[config.mk]
export PLATFORM = sky130hd
export DESIGN_NAME = ibus_line_responder_flat
export DESIGN_NICKNAME = d
export VERILOG_FILES = /design/src/rtl/ibus_line_responder_if.sv /design/src/rtl/ibus_line_responder.sv /design/src/flat_wrapper.sv
export SDC_FILE = /design/constraint.sdc
export NUM_CORES = 1
export LEC_CHECK = 0
export ABC_AREA = 1
export CORE_MARGIN = 2
export CORE_UTILIZATION = 53
export CTS_CLUSTER_SIZE = 25
export DETAILED_ROUTE_END_ITERATION = 16
export MAX_ROUTING_LAYER = met4
export PLACE_DENSITY = 0.82
export SYNTH_ARGS = -nofsm -noshare
export SYNTH_HDL_FRONTEND = slang
export SYNTH_SLANG_ARGS = --single-unit
[constraint.sdc]
create_clock -name clk -period 4.4 [get_ports clk]
set_input_delay 0.88 -clock clk [delete_from_list [all_inputs] [get_ports clk]]
set_output_delay 0.88 -clock clk [all_outputs]
set_load 0.02 [all_outputs]
[src/rtl/ibus_line_responder_if.sv]
// Fetch-side instruction bus between the fetch stage (master) and the line responder (slave).
interface ibus_line_responder_if #(
    parameter int unsigned ADDR_W = 64
);
    logic              req_valid;
    logic [ADDR_W-1:0] req_addr;
    logic              addr_ok;
    logic              data_ok;
    logic [31:0]       data;

    modport master (output req_valid, req_addr, input addr_ok, data_ok, data);
    modport slave  (input req_valid, req_addr, output addr_ok, data_ok, data);
endinterface

[src/rtl/ibus_line_responder.sv]
// Instruction bus responder with a single-line buffer. Hits answer in one cycle and misses
// burst-fill the whole line from the 64-bit memory port.
// Optional hit/miss counters are enabled with the macro IBUS_RESP_STATS_EN.
module ibus_line_responder #(
    parameter int unsigned LINE_BEATS = 4,
    parameter int unsigned ADDR_W     = 64
) (
    input  logic                  clk,
    input  logic                  reset,
    ibus_line_responder_if.slave  ibus,
    input  logic                  flush,
    output logic                  mreq_valid,
    output logic [ADDR_W-1:0]     mreq_addr,
    input  logic                  mreq_ready,
    input  logic                  mresp_valid,
    input  logic [63:0]           mresp_data,
    input  logic                  mresp_last,
    output logic [31:0]           hit_cnt,
    output logic [31:0]           miss_cnt
);
    localparam int unsigned OFF_W  = $clog2(8 * LINE_BEATS);
    localparam int unsigned BEAT_W = $clog2(LINE_BEATS);
    localparam int unsigned TAG_W  = ADDR_W - OFF_W;

    typedef enum logic [1:0] {StIdle, StResp, StFillReq, StFillData} state_t;

    state_t            state_q;
    logic              started_q;
    logic              buf_valid_q;
    logic [TAG_W-1:0]  tag_q;
    logic [TAG_W-1:0]  line_q;
    logic [BEAT_W-1:0] beat_idx_q;
    logic              drop_q;
    logic              after_fill_q;
    logic              data_ok_q;
    logic [31:0]       data_q;
    logic              mreq_valid_q;
    logic [63:0]       line_mem [LINE_BEATS];

    logic [TAG_W-1:0]  req_tag;
    logic [BEAT_W-1:0] req_beat;
    logic [63:0]       sel_beat;
    logic [31:0]       sel_word;
    logic              hit;
    logic              accept;

    assign req_tag  = ibus.req_addr[ADDR_W-1:OFF_W];
    assign req_beat = ibus.req_addr[OFF_W-1:3];
    assign sel_beat = line_mem[req_beat];
    assign sel_word = ibus.req_addr[2] ? sel_beat[63:32] : sel_beat[31:0];
    assign hit      = buf_valid_q & (tag_q == req_tag) & ~flush;
    // started_q keeps every output quiet during the first cycle after reset release.
    assign accept   = (state_q == StIdle) & started_q & ibus.req_valid;

    assign ibus.addr_ok = accept;
    assign ibus.data_ok = data_ok_q;
    assign ibus.data    = data_q;
    assign mreq_valid   = mreq_valid_q;
    assign mreq_addr    = {line_q, {OFF_W{1'b0}}};

    // Byte offset within a word is not used; fetch handles misalignment.
    logic unused_addr_lsb;
    assign unused_addr_lsb = ^ibus.req_addr[1:0];

    // Control FSM with registered outputs.
    always_ff @(posedge clk or negedge reset) begin
        if (!reset) begin
            state_q      <= StIdle;
            started_q    <= 1'b0;
            buf_valid_q  <= 1'b0;
            tag_q        <= '0;
            line_q       <= '0;
            beat_idx_q   <= '0;
            drop_q       <= 1'b0;
            after_fill_q <= 1'b0;
            data_ok_q    <= 1'b0;
            data_q       <= '0;
            mreq_valid_q <= 1'b0;
        end else begin
            started_q <= 1'b1;
            data_ok_q <= 1'b0;
            unique case (state_q)
                StIdle: begin
                    if (flush) buf_valid_q <= 1'b0;
                    if (accept) begin
                        after_fill_q <= 1'b0;
                        if (hit) begin
                            state_q   <= StResp;
                            data_ok_q <= 1'b1;
                            data_q    <= sel_word;
                        end else begin
                            state_q      <= StFillReq;
                            line_q       <= req_tag;
                            mreq_valid_q <= 1'b1;
                        end
                    end
                end
                StResp: begin
                    if (flush) buf_valid_q <= 1'b0;
                    state_q <= StIdle;
                end
                StFillReq: begin
                    if (flush) drop_q <= 1'b1;
                    if (mreq_ready) begin
                        mreq_valid_q <= 1'b0;
                        beat_idx_q   <= '0;
                        state_q      <= StFillData;
                    end
                end
                StFillData: begin
                    if (flush) drop_q <= 1'b1;
                    if (mresp_valid) begin
                        beat_idx_q <= beat_idx_q + BEAT_W'(1);
                        // The last flag ends the burst even if fewer beats arrived.
                        if (mresp_last) begin
                            tag_q        <= line_q;
                            buf_valid_q  <= ~drop_q & ~flush;
                            drop_q       <= 1'b0;
                            after_fill_q <= 1'b1;
                            state_q      <= StIdle;
                        end
                    end
                end
                default: state_q <= StIdle;
            endcase
        end
    end

    // Line storage; validity is tracked by buf_valid_q so the data needs no reset.
    always_ff @(posedge clk) begin
        if (state_q == StFillData && mresp_valid) line_mem[beat_idx_q] <= mresp_data;
    end

`ifdef IBUS_RESP_STATS_EN
    logic [31:0] hit_cnt_q;
    logic [31:0] miss_cnt_q;

    // Saturating counters; the re-evaluation right after a fill is not a real hit.
    always_ff @(posedge clk or negedge reset) begin
        if (!reset) begin
            hit_cnt_q  <= '0;
            miss_cnt_q <= '0;
        end else if (accept) begin
            if (hit && !after_fill_q && hit_cnt_q != 32'hFFFF_FFFF) hit_cnt_q <= hit_cnt_q + 32'd1;
            if (!hit && miss_cnt_q != 32'hFFFF_FFFF) miss_cnt_q <= miss_cnt_q + 32'd1;
        end
    end

    assign hit_cnt  = hit_cnt_q;
    assign miss_cnt = miss_cnt_q;
`else
    logic unused_after_fill;
    assign unused_after_fill = after_fill_q;
    assign hit_cnt  = '0;
    assign miss_cnt = '0;
`endif
endmodule

[src/flat_wrapper.sv]
// flat-port wrapper written by rule: the top's interface ports become plain ports
module ibus_line_responder_flat 
#(
    parameter int unsigned LINE_BEATS = 4,
    parameter int unsigned ADDR_W     = 64
)
  (clk, reset, flush, mreq_valid, mreq_addr, mreq_ready, mresp_valid, mresp_data, mresp_last, hit_cnt, miss_cnt, ibus_req_valid, ibus_req_addr, ibus_addr_ok, ibus_data_ok, ibus_data);
  ibus_line_responder_if #(.ADDR_W(ADDR_W)) ibus_i ();
  input  logic clk;
  input  logic reset;
  input  logic flush;
  output logic mreq_valid;
  output logic [ADDR_W-1:0] mreq_addr;
  input  logic mreq_ready;
  input  logic mresp_valid;
  input  logic [63:0] mresp_data;
  input  logic mresp_last;
  output logic [31:0] hit_cnt;
  output logic [31:0] miss_cnt;
  input wire logic [$bits(ibus_i.req_valid)-1:0] ibus_req_valid;
  input wire logic [$bits(ibus_i.req_addr)-1:0] ibus_req_addr;
  output wire logic [$bits(ibus_i.addr_ok)-1:0] ibus_addr_ok;
  output wire logic [$bits(ibus_i.data_ok)-1:0] ibus_data_ok;
  output wire logic [$bits(ibus_i.data)-1:0] ibus_data;
  assign ibus_i.req_valid = ibus_req_valid;
  assign ibus_i.req_addr = ibus_req_addr;
  assign ibus_addr_ok = ibus_i.addr_ok;
  assign ibus_data_ok = ibus_i.data_ok;
  assign ibus_data = ibus_i.data;
  ibus_line_responder #(.LINE_BEATS(LINE_BEATS), .ADDR_W(ADDR_W)) u_core (.clk(clk), .reset(reset), .ibus(ibus_i), .flush(flush), .mreq_valid(mreq_valid), .mreq_addr(mreq_addr), .mreq_ready(mreq_ready), .mresp_valid(mresp_valid), .mresp_data(mresp_data), .mresp_last(mresp_last), .hit_cnt(hit_cnt), .miss_cnt(miss_cnt));
endmodule
# Word-level counts from Yosys, hierarchy flattened
# Memories as Yosys holds them, arrays and structs flattened.
# Index checks and enable logic that the tools add are counted.
# word_totals
reg_bits	159
ramBits	256
word_cells	70
memories	1
# op_classes
add_sub_neg	1
eq_ne	10
muxes	27
bitwise	8
reduce_logical	13
# memory_table
name	words	width	read_ports	rd_ports_with_merged_regs	wr	line	rtl
u_core.line_mem	4	64	1	0	1	ibus_line_responder.sv:38	logic [63:0] line_mem [LINE_BEATS];
# op_table
op	n
equality test 59 bit	1
two-way mux 32 bit	1
two-way mux 1 bit	14
two-way mux 2 bit	7
AND reduction 3 bit	4
AND reduction 4 bit	3
inequality test 2 bit (second input constant)	5
one-hot mux 2 bit (4 select lines)	1
one-hot mux 1 bit (2 select lines)	3
nonzero test 2 bit	3
AND 1 bit	5
equality test 2 bit (second input constant)	2
one-hot mux 2 bit (2 select lines)	1
inverter 1 bit	3
adder 2 x 1 -> 2 bit (second input constant)	1
equality test 2 x 1 -> 1 bit (second input constant)	1
logical NOT 2 bit	1
inequality test 2 x 1 -> 1 bit (second input constant)	1
OR reduction 2 bit	1
logical AND 1 bit	1

# Depth between registers and ports, before layout
# logic_depth
word_depth	6
depth_mapped	13
mapped_depth_nobuf	12

# Worst setup path after synthesis
# No wires, ideal clock.
# synth_timing
path_type	input -> register
start	input port mresp_valid
end	memory u_core.line_mem[0][0] (enable)
setup_ps	486
arrival_ps	3661
path_slack_ps	252
path_stages	2
n_path_buf	0
cell_sequence	nand2_1 nor2_1
# synth_via
elab_chain_len	3
# synth_lines
element	line	rtl
start: declaration	flat_wrapper.sv:15	input logic mresp_valid;
logical AND 1 bit	ibus_line_responder.sv:131	if (state_q == StFillData && mresp_valid) line_mem[beat_idx_q] <= mresp_data;
two-way mux 1 bit	ibus_line_responder.sv:131	
two-way mux 1 bit (implied by the code)	ibus_line_responder.sv:131	
end: declaration	ibus_line_responder.sv:38	
# No other way between the ends.

# Worst setup path in the final report
# layout_timing
start	input port ibus_req_valid
end	output port ibus_addr_ok
# layout_via
elab_chain_len	1
# layout_lines
element	line	rtl
start: declaration	flat_wrapper.sv:20	input wire logic [$bits(ibus_i.req_valid)-1:0] ibus_req_valid;
AND 1 bit	ibus_line_responder.sv:53	assign accept = (state_q == StIdle) & started_q & ibus.req_valid;
end: declaration	flat_wrapper.sv:22	output wire logic [$bits(ibus_i.addr_ok)-1:0] ibus_addr_ok;
# No other way between the ends.

==> impl_metrics.yaml <==
cts:
  hold_buffers: 0
  clock_latency_ns: 0.54
  cts.sinks: 415
  tritoncts: "built"
  htreeDepth: 2
  cts_buffers: 43
  max-clock-path-buffers: 3
  cts_root_buf: "clkbuf_16"
  clk_pin_slew_ns: 0.06
  cts_setup_buffers: 0
  cts.repair.resized: 0
setup_path:
  start_kind: "input port"
  r2r_slack_ns: 1.86
  slowest_stage: "clkdlybuf4s50_1"
  path_delay_family: "buffers and inverters"
  crit_arrival_ns: 2.52
  crit_path_max_fanout: 15
  cp_cell_sequence: "clkdlybuf4s50_1, nand2_1, nor2_4, clkdlybuf4s50_1"
  cp.buffers_inverters: 2
  r2r_cells: 12
  critPathMaxStageDelay_ns: 0.70
  crit_cells: 4
  cpMostUsedCell: "clkdlybuf4s50_1"
  critPathCaptureType: "primary output"
  r2r_start: "u_core.tag_q[46]"
  r2r-end: "u_core.ibus.data[2]"
  crit_type: "input port to primary output"
  worstPathRequired_ns: 3.52
  crit_start: "ibus_req_valid"
global_route:
  grt_pass1_vias: 12400
  grt_pass1_wl_um: 65700
  grt_max_degree: 93
  track_usage_pct: 24.5
  overflow: 0
  grt_antenna_before_repair: 7
worst_hold_path:
  worstHoldPathType: "input port to async pin"
drt:
  drtPass1Iterations: 5
  drc_errors: 0
  drtIter0Drc: 954
  drt.antenna.violating_nets: 0
  routed_wl_um: 41700
  wl_per_cell_um: 17.7
  vias: 12400
  vias_per_cell: 5.27
timing:
  slew_headroom_pct: 36.6
  drv_slew: 0
  tightest_slew_ns: 0.950
  finalSetupTns_ns: 0
  fin_crit_sh_pct: 77.3
  skew_ns: 0.0185
  setup_viol: 0
  min_period_ns: 3.40
  finalHoldViolations: 0
  fmax_mhz: 294
  rsz0062_at_grt: "false"
power:
  leakagePower_nw: 9.19
  vdd_ir_drop_max_uv: 364
  p_total_w: 0.0116
  powerDensity_nw_per_um2: 536
run:
  drv_cap: 0
yosys:
  ys_types: 26
  synth_warnings: 0
  syn_inst: 1651
  yosys_register_bits: 415
  syn_area_um2: 17800
  ys_seq_area_share_pct: 65.4
  avgSynthCellArea_um2: 10.8
floorplanning:
  initial_core_util_pct: 53.5
  die_y_um: 187
  pin_count: 298
  row_count: 67
  core_um2: 33400
  die_w_um: 187
  dieArea_um2: 35100
finish:
  fin_nets: 2002
  drive_above_1_share_pct: 6.70
  syn2layout_area_growth_pct: 21.7
place:
  dp_hpwl_um: 25800
  gp_congestion: 0.874
  portBuffers: 226
outcome:
  status: "finished, final reports clean"
-- power breakdown --
group | internal, W | switching [W]
Combinational | 0.00108 | 0.00168
Sequential | 0.00494 | 0.000437
Clock | 0.00204 | 0.00147
Total | 0.00806 | 0.00359
-- worst max path at each step --
stage	to	slack (ns)
6_report	ibus_addr_ok	1.00
5_1_grt	ibus_addr_ok	0.94
4_1_cts	ibus_addr_ok	0.98
3_5_place_dp	u_core.ibus.data[4]	0.84
3_3_place_gp	u_core.ibus.data[0]	0.89
2_1_floorplan	u_core.line_mem[0][0]	0.25
-- cells in the mapped netlist --
master / n / area share [%]
clkbuf_1: 38 / 0.80
dfrtp_1: 159 / 22
o211ai_1: 64 / 2.7
inv_1: 174 / 3.7
nand2_2: 2 / 0.070
inv_2: 3 / 0.063
nor3_1: 1 / 0.028
ha_1: 4 / 0.28
nand2_1: 429 / 9.0
conb_1: 2 / 0.042
o21ai_0: 124 / 3.5
mux2i_1: 64 / 3.6
edfxtp_1: 256 / 43
a21oi_1: 70 / 2.0
xnor2_1: 8 / 0.39
nand3_1: 63 / 1.8
o22ai_1: 1 / 0.035
o21ai_1: 10 / 0.28
o21ai_2: 23 / 1.1
buf_6: 6 / 0.38
nor2_1: 43 / 0.90
nor2_2: 3 / 0.11
buf_2: 12 / 0.34
buf_4: 78 / 3.3
clkinv_1: 1 / 0.021
buf_1: 13 / 0.27
-- logic make-up (layout without fill, tap and decap cells) --
group	after synthesis	in the layout	share of synthesized area [%]
AND/OR/NAND/NOR	541	541	11.9
flip-flops	415	415	65.4
buffers and inverters	325	502	8.82
AO/OA/AOI/OAI	292	292	9.58
multiplexers	64	64	3.59
XOR/XNOR	8	8	0.393
adder cells (fa/ha/maj)	4	4	0.281
other	2	78	0.0421
-- per-stage QoR --
step           utilization [%]  cells  setup WS [ns]  hold WS [ns]  area [µm²]
2_1_floorplan                -   1719          0.252         0.457       18100
3_3_place_gp              60.8   2266          0.885         0.466       20300
3_5_place_dp              60.8   2266          0.839         0.472       20300
4_1_cts                   65.0   2344          0.985         0.435       21700
5_1_grt                   65.0   2351          0.944         0.470       21700
6_report                  65.0   2352           1.00         0.404       21700
-- layout by cell type (no fill, tap or decap), types with 3 or more instances in the layout --
cell               n
a21oi_1           70
nand2_1          429
xnor2_1            8
inv_1            174
clkbuf_8           7
clkinvlp_4         3
inv_2              3
o211ai_1          64
buf_4             14
buf_12             6
o21ai_0          124
nor2_4             6
mux2i_1           64
nand3_1           62
edfxtp_1         256
clkbuf_16         44
clkinv_2           6
clkdlybuf4s50_1  222
o21ai_1           10
nor2_1            38
clkbuf_1          11
ha_1               4
conb_1            70
diode_2            8
o21ai_2           23
dfrtp_1          159
-- sequential cells by signal, indices dropped and copies added, names as in the netlist --
| signal | count |
|---|---|
| u_core.drop_q | 1 |
| u_core.beat_idx_q | 2 |
| u_core.buf_valid_q | 1 |
| u_core.mreq_valid | 1 |
| u_core.started_q | 1 |
| u_core.ibus.data_ok | 1 |
| u_core.tag_q | 59 |
| u_core.state_q | 2 |
| u_core.line_mem | 256 |
| u_core.ibus.data | 32 |
| u_core.line_q | 59 |
-- routing by layer --
metal / share of wire (%) / up-vias / track usage (%)
met2: 49 / 516 / 39.7
met4: 3.2 / 0 / 9.21
li1: - / 5815 / -
met5: 0 / - / -
met3: 8.5 / 88 / 4.82
met1: 39 / 5977 / 30.7
-- cell type report --
type | count | area [µm²]
multi-input combinational | 979 | 4910
clock buffer | 62 | 1240
antenna | 8 | 20.0
timing repair buffer | 246 | 2480
tap | 448 | 561
inverter | 178 | 668
clock inverter | 16 | 159
sequential | 415 | 11700
fill | 2467 | 11700
No activity file was read; power rests on OpenSTA's default activity.
